### src/rtl/seq_detect_prog.sv
`default_nettype none
// ============================================================================
// Module   : seq_detect_prog
// Purpose  : Serial bit-stream detector with a runtime-programmable pattern
//            of 1..MAX_LEN bits, overlap mode, Mealy/registered match outputs
//            and a saturating match counter.
// Revision : 1.0 - initial release
// ============================================================================
module seq_detect_prog #(
    parameter int MAX_LEN = 8,
    parameter int LEN_W   = $clog2(MAX_LEN) + 1,
    parameter int CNT_W   = 8
) (
    input  logic               clk,
    input  logic               rst,
    input  logic               en,
    input  logic               x,
    input  logic               cfg_load,
    input  logic [MAX_LEN-1:0] pattern_in,
    input  logic [LEN_W-1:0]   len_in,
    input  logic               overlap_in,
    input  logic               cnt_clr,
    output logic               match,
    output logic               match_q,
    output logic [CNT_W-1:0]   match_cnt,
    output logic               cfg_err
);

    localparam logic [LEN_W-1:0] c_max_fill = LEN_W'(MAX_LEN);

    logic [MAX_LEN-1:0] r_hist;
    logic [LEN_W-1:0]   r_fill;
    logic [MAX_LEN-1:0] r_pattern;
    logic [LEN_W-1:0]   r_len;
    logic               r_overlap;

    logic [MAX_LEN-1:0] w_mask;
    logic [MAX_LEN-1:0] w_cand;
    logic               w_fill_ok;
    logic               w_cnt_sat;
    logic               w_len_bad;

    // Only the low r_len bits of candidate and pattern take part in the compare.
    always_comb begin
        w_mask = '0;
        for (int i = 0; i < MAX_LEN; i++) begin
            w_mask[i] = (LEN_W'(i) < r_len);
        end
    end

    assign w_cand    = {r_hist[MAX_LEN-2:0], x};
    assign w_fill_ok = (({1'b0, r_fill} + (LEN_W + 1)'(1)) >= {1'b0, r_len});
    assign w_cnt_sat = &match_cnt;
    assign w_len_bad = (len_in == '0) || (len_in > c_max_fill);

    assign match = rst && en && !cfg_load && !cfg_err && w_fill_ok
                   && ((w_cand & w_mask) == (r_pattern & w_mask));

    always_ff @(posedge clk or negedge rst) begin
        if (!rst) begin
            r_hist    <= '0;
            r_fill    <= '0;
            r_pattern <= '0;
            r_len     <= '0;
            r_overlap <= 1'b1;
            cfg_err   <= 1'b1;
            match_q   <= 1'b0;
            match_cnt <= '0;
        end else begin
            match_q <= match;

            if (cnt_clr) begin
                match_cnt <= '0;
            end else if (match && !w_cnt_sat) begin
                match_cnt <= match_cnt + 1'b1;
            end

            if (cfg_load) begin
                r_pattern <= pattern_in;
                r_len     <= len_in;
                r_overlap <= overlap_in;
                cfg_err   <= w_len_bad;
                r_hist    <= '0;
                r_fill    <= '0;
            end else if (en) begin
                // Non-overlapping mode restarts from an empty history after a hit.
                if (match && !r_overlap) begin
                    r_hist <= '0;
                    r_fill <= '0;
                end else begin
                    r_hist <= {r_hist[MAX_LEN-2:0], x};
                    if (r_fill != c_max_fill) begin
                        r_fill <= r_fill + 1'b1;
                    end
                end
            end
        end
    end

endmodule
`default_nettype wire

### config.mk
export PLATFORM = sky130hd
export DESIGN_NAME = seq_detect_prog
export DESIGN_NICKNAME = d
export VERILOG_FILES = /design/src/rtl/seq_detect_prog.sv
export SDC_FILE = /design/constraint.sdc
export NUM_CORES = 1
export LEC_CHECK = 0
export ABC_CLOCK_PERIOD_IN_PS = 5050
export BUFFER_PORTS_ARGS = -buffer_cell sky130_fd_sc_hd__buf_4
export CAP_MARGIN = 20
export CORE_MARGIN = 4
export CORE_UTILIZATION = 40
export DETAILED_ROUTE_END_ITERATION = 8
export HOLD_SLACK_MARGIN = 0.15
export PLACE_DENSITY = 0.7
export SLEW_MARGIN = 0
export SYNTH_ARGS = -nofsm -noshare
export SYNTH_HDL_FRONTEND = slang
export SYNTH_SLANG_ARGS = --single-unit
### constraint.sdc
create_clock -name clk -period 5.05 [get_ports clk]
set_input_delay 1.01 -clock clk [delete_from_list [all_inputs] [get_ports clk]]
set_output_delay 1.01 -clock clk [all_outputs]
set_load 0.05 [all_outputs]
==> metrics.md <==
| Metric | Value |
|---|---|
| Crit path capture type | primary output |
| Final Hold Viols | 0 |
| RSZ-0062 raised after global routing | false |
| Setup WS post-layout | about 1400 ps |
| Req. time, crit path | ~4000 ps |
| Vias | about 1,400 |
| Area added between synthesis and finish | 18.92% |
| Vias in the first global route | roughly 1,300 |
| Post-route cell area | around 2100 µm² |
| Clk buf depth | 2 |
| H-tree depth | 2 |
| Slew headroom | 66.50% |
| Clock Skews | about 6 ps |
| Lkg Pwr | 0.0009847 µW |
| Max Freq | approximately 0.28 GHz |
| Routed wire per std cell | roughly 14 µm |
| Layout cell share with drive strength beyond 1 | 25.87% |
| Root Buffer | clkbuf_8 |
| Clock sink total | 34 |
| PnR Total Power | 577.6 µW |
| Synth Register Bits | 34 |
| Initial antenna violation count | 0 |
| DRT Wirelength | roughly 3600 µm |
| Worst slew pin tran | around 500 ps |
| Max cap viols | 0 |
| Sequential fraction of the synthesis area | between 40% and 50% |
| GP Congestion | 0.7817 |
| Die extent in x | between 70 and 80 µm |
| First-pass DRT Iterations | 4 |
| Setup WS pre-CTS | between 1000 and 1500 ps |
| CTS tree | done |
| Post-CTS Hold Fix Bufs | 0 |
| Die area | ~5600 µm² |
| Fill count | 403 |
| Minimum clock period | approximately 3600 ps |
| Most frequent CP cell | buf_4 |
| Num CTS Buffers | 5 |
| Avg Inst Size Synth | approximately 10 µm² |
| Post-CTS setup buffer count | 0 |
| Setup crit start kind | input pin |
| Initial core utilization | 41.32% |
| DP HPWL | about 2600 µm |
| Mapped Nets | 198 |
| Mapped Cells | about 170 |
| Reg-to-reg slack, setup | approximately 2400 ps |
| DRT antenna net count | 0 |
| Skew-Pair Late Insertion Delay | slightly below 300 ps |
| Fin crit share | between 70% and 80% |
| DR vias/cell | between 5 and 6 |
| Setup violators final | 0 |
| Clk pin slew, worst setup/hold paths | 70 ps |
| Crit Path Category | in -> out |
| IR Drop Worst-Case VDD | around 0.16 mV |
| Critical-path cell list | buf_4, o2111ai_1, nor4_4, nand4_2, inv_1, buf_4 |
| I/O Buffers | 29 |
| Drt drc | 0 |
| Row count | 24 |
| Drt initial violations | about 110 |
| Critical Path Max Stage Delay | 370 ps |
| Max Slew Vio Count | 0 |
| Post-DP Area | between 2000 and 2500 µm² |
| Critical-path top delay cell | buf_4 |
| Ys Warns | 0 |
| Core area | about 4400 µm² |
| First-pass GRT wire length | 6203 µm |
| Top Ports | 30 |
| Hold Crit Class | reg -> reg |
| Post-layout nets | between 200 and 250 |
| Synth cell types | 39 |
| Worst Path Max Fanout | 35 |
| Die Height | roughly 75 µm |
| P per Cell Area | approximately 270 nW/µm² |
| GRT overflow | 0 |
| # diodes | 0 |
| Total GRT Usage | between 10% and 20% |
| CP arrival | about 2600 ps |
| Pin count of the biggest net entering global routing | 36 |
| Outcome | complete, no violations |
| Synth Cell Area | 1799 µm² |
| Resized Gates After CTS | 0 |
| Sum Neg Setup Slack | 0 ps |
[placed cells by master (no fill, tap or decap)]
cell and instances:
o31a_1 1, or3b_1 1, nor2_1 11, xnor2_1 7
a22oi_1 1, mux2_2 11, nand4_1 1, o31ai_1 2
buf_4 29, o2111ai_1 1, nor3_1 3, clkbuf_8 6
nor3b_2 1, xor2_1 4, a32oi_1 1, a21oi_1 7
dfstp_2 2, nor3b_1 1, or3_1 2, o22ai_1 1
inv_1 12, nand2_1 8, nand3_1 8, a22o_1 7
or4_1 2, o41ai_1 2, nand4_2 1, ha_1 7
o21ai_0 11, nor4_4 1, a31oi_1 2, nor2b_1 2
a211oi_2 1, and3_1 5, nand2b_1 2, o311ai_0 1
dfrtp_1 32, nor4b_1 1, a211oi_1 3
[power by group]
group          switching [µW]  leakage [µW]  total (µW)  internal [µW]
Combinational            41.5      0.000502        78.5           37.0
Clock                    92.3     0.0000431         197            105
Sequential               14.6      0.000440         302            287
[layout make-up]
cell class | count | area, µm² | area share (%)
tap | 52 | 65.06 | 3.041
multi-input combinational | 120 | 875.8 | 40.94
timing repair buffer | 29 | 217.7 | 10.18
sequential | 34 | 853.3 | 39.88
inverter | 12 | 45.04 | 2.105
clock buffer | 6 | 82.58 | 3.860
[logic make-up (layout without fill, tap and decap cells)]
| family | after synthesis | in the layout | share of synthesized area (%) |
|---|---|---|---|
| AO/OA/AOI/OAI | 41 | 41 | 15.58 |
| XOR/XNOR | 11 | 11 | 5.355 |
| adder cells (fa/ha/maj) | 7 | 7 | 4.868 |
| buffers and inverters | 18 | 47 | 3.894 |
| flip-flops | 34 | 34 | 47.43 |
| multiplexers | 11 | 11 | 6.885 |
| AND/OR/NAND/NOR | 50 | 50 | 15.99 |
[sequential cells by signal (all words and copies together), names as in the netlist]
signal and flops:
match_cnt 8, r_pattern 8, r_hist 7, r_fill 4, r_len 4, cfg_err 1, match_q 1, r_overlap 1
[worst max-delay path, delay by kind of cell]
family	cells	cell delay, ps
buffers and inverters	3	740
AND/OR/NAND/NOR	2	560
AO/OA/AOI/OAI	1	260
[Yosys cell counts]
| cell type | instances | area share, % |
|---|---|---|
| nand3_1 | 8 | 2.2 |
| ha_1 | 7 | 4.9 |
| nor3b_1 | 1 | 0.42 |
| nand2_1 | 8 | 1.7 |
| buf_2 | 2 | 0.56 |
| and3_1 | 5 | 1.7 |
| nor4_4 | 1 | 1.2 |
| dfrtp_1 | 32 | 45 |
| o31ai_1 | 2 | 0.83 |
| nand2b_1 | 2 | 0.70 |
| a211oi_1 | 3 | 1.3 |
| nand4_2 | 1 | 0.70 |
| dfstp_2 | 2 | 2.9 |
| nor2_1 | 11 | 2.3 |
| or3_1 | 2 | 0.70 |
| or3b_1 | 1 | 0.49 |
| nor3b_2 | 1 | 0.70 |
| o2111ai_1 | 1 | 0.49 |
| o41ai_1 | 2 | 0.97 |
| xor2_1 | 4 | 1.9 |
| xnor2_1 | 7 | 3.4 |
| nor4b_1 | 1 | 0.49 |
| a21oi_1 | 7 | 1.9 |
| a32oi_1 | 1 | 0.49 |
| o21ai_0 | 11 | 3.1 |
| o22ai_1 | 1 | 0.35 |
| or4_1 | 2 | 0.83 |
| mux2_2 | 11 | 6.9 |
| nor3_1 | 3 | 0.83 |
| inv_1 | 12 | 2.5 |
| nand4_1 | 1 | 0.35 |
| a211oi_2 | 1 | 0.70 |
| o311ai_0 | 1 | 0.49 |
| a22oi_1 | 1 | 0.42 |
| o31a_1 | 1 | 0.49 |
| a22o_1 | 7 | 3.4 |
| nor2b_1 | 2 | 0.70 |
| clkbuf_1 | 4 | 0.83 |
| a31oi_1 | 2 | 0.70 |
[final timing paths]
kind / cells past startpoint / startpoint / endpoint
worst min-delay path: 2 / r_overlap / r_overlap
worst min register to register: 2 / r_overlap / r_overlap
worst max register to register: 8 / r_fill[0] / match_cnt[4]
min in group asynchronous: 1 / rst / r_pattern[1]
max in group asynchronous: 1 / rst / r_overlap
worst max-delay path: 6 / rst / match
[per-stage QoR]
step | utilization [%] | hold WS [ps] | std cells
final | 49.14 | 489.0 | 253
after global routing | 49.14 | 540.4 | 253
after CTS | 49.14 | 495.1 | 253
after detailed placement | 47.24 | 484.3 | 247
after global placement | 47.24 | 482.0 | 247
after floorplan | - | 459.7 | 172
[metal layers]
metal | vias up | global-route usage (%) | wire (µm)
li1 | 681 | - | -
met1 | 661 | 19.23 | 1773
met2 | 20 | 22.44 | 1608
met3 | 7 | 5.207 | 165
met4 | 0 | 5.929 | 61
met5 | - | 0 | 0
Note: power is estimated with default switching activity, not from simulation.
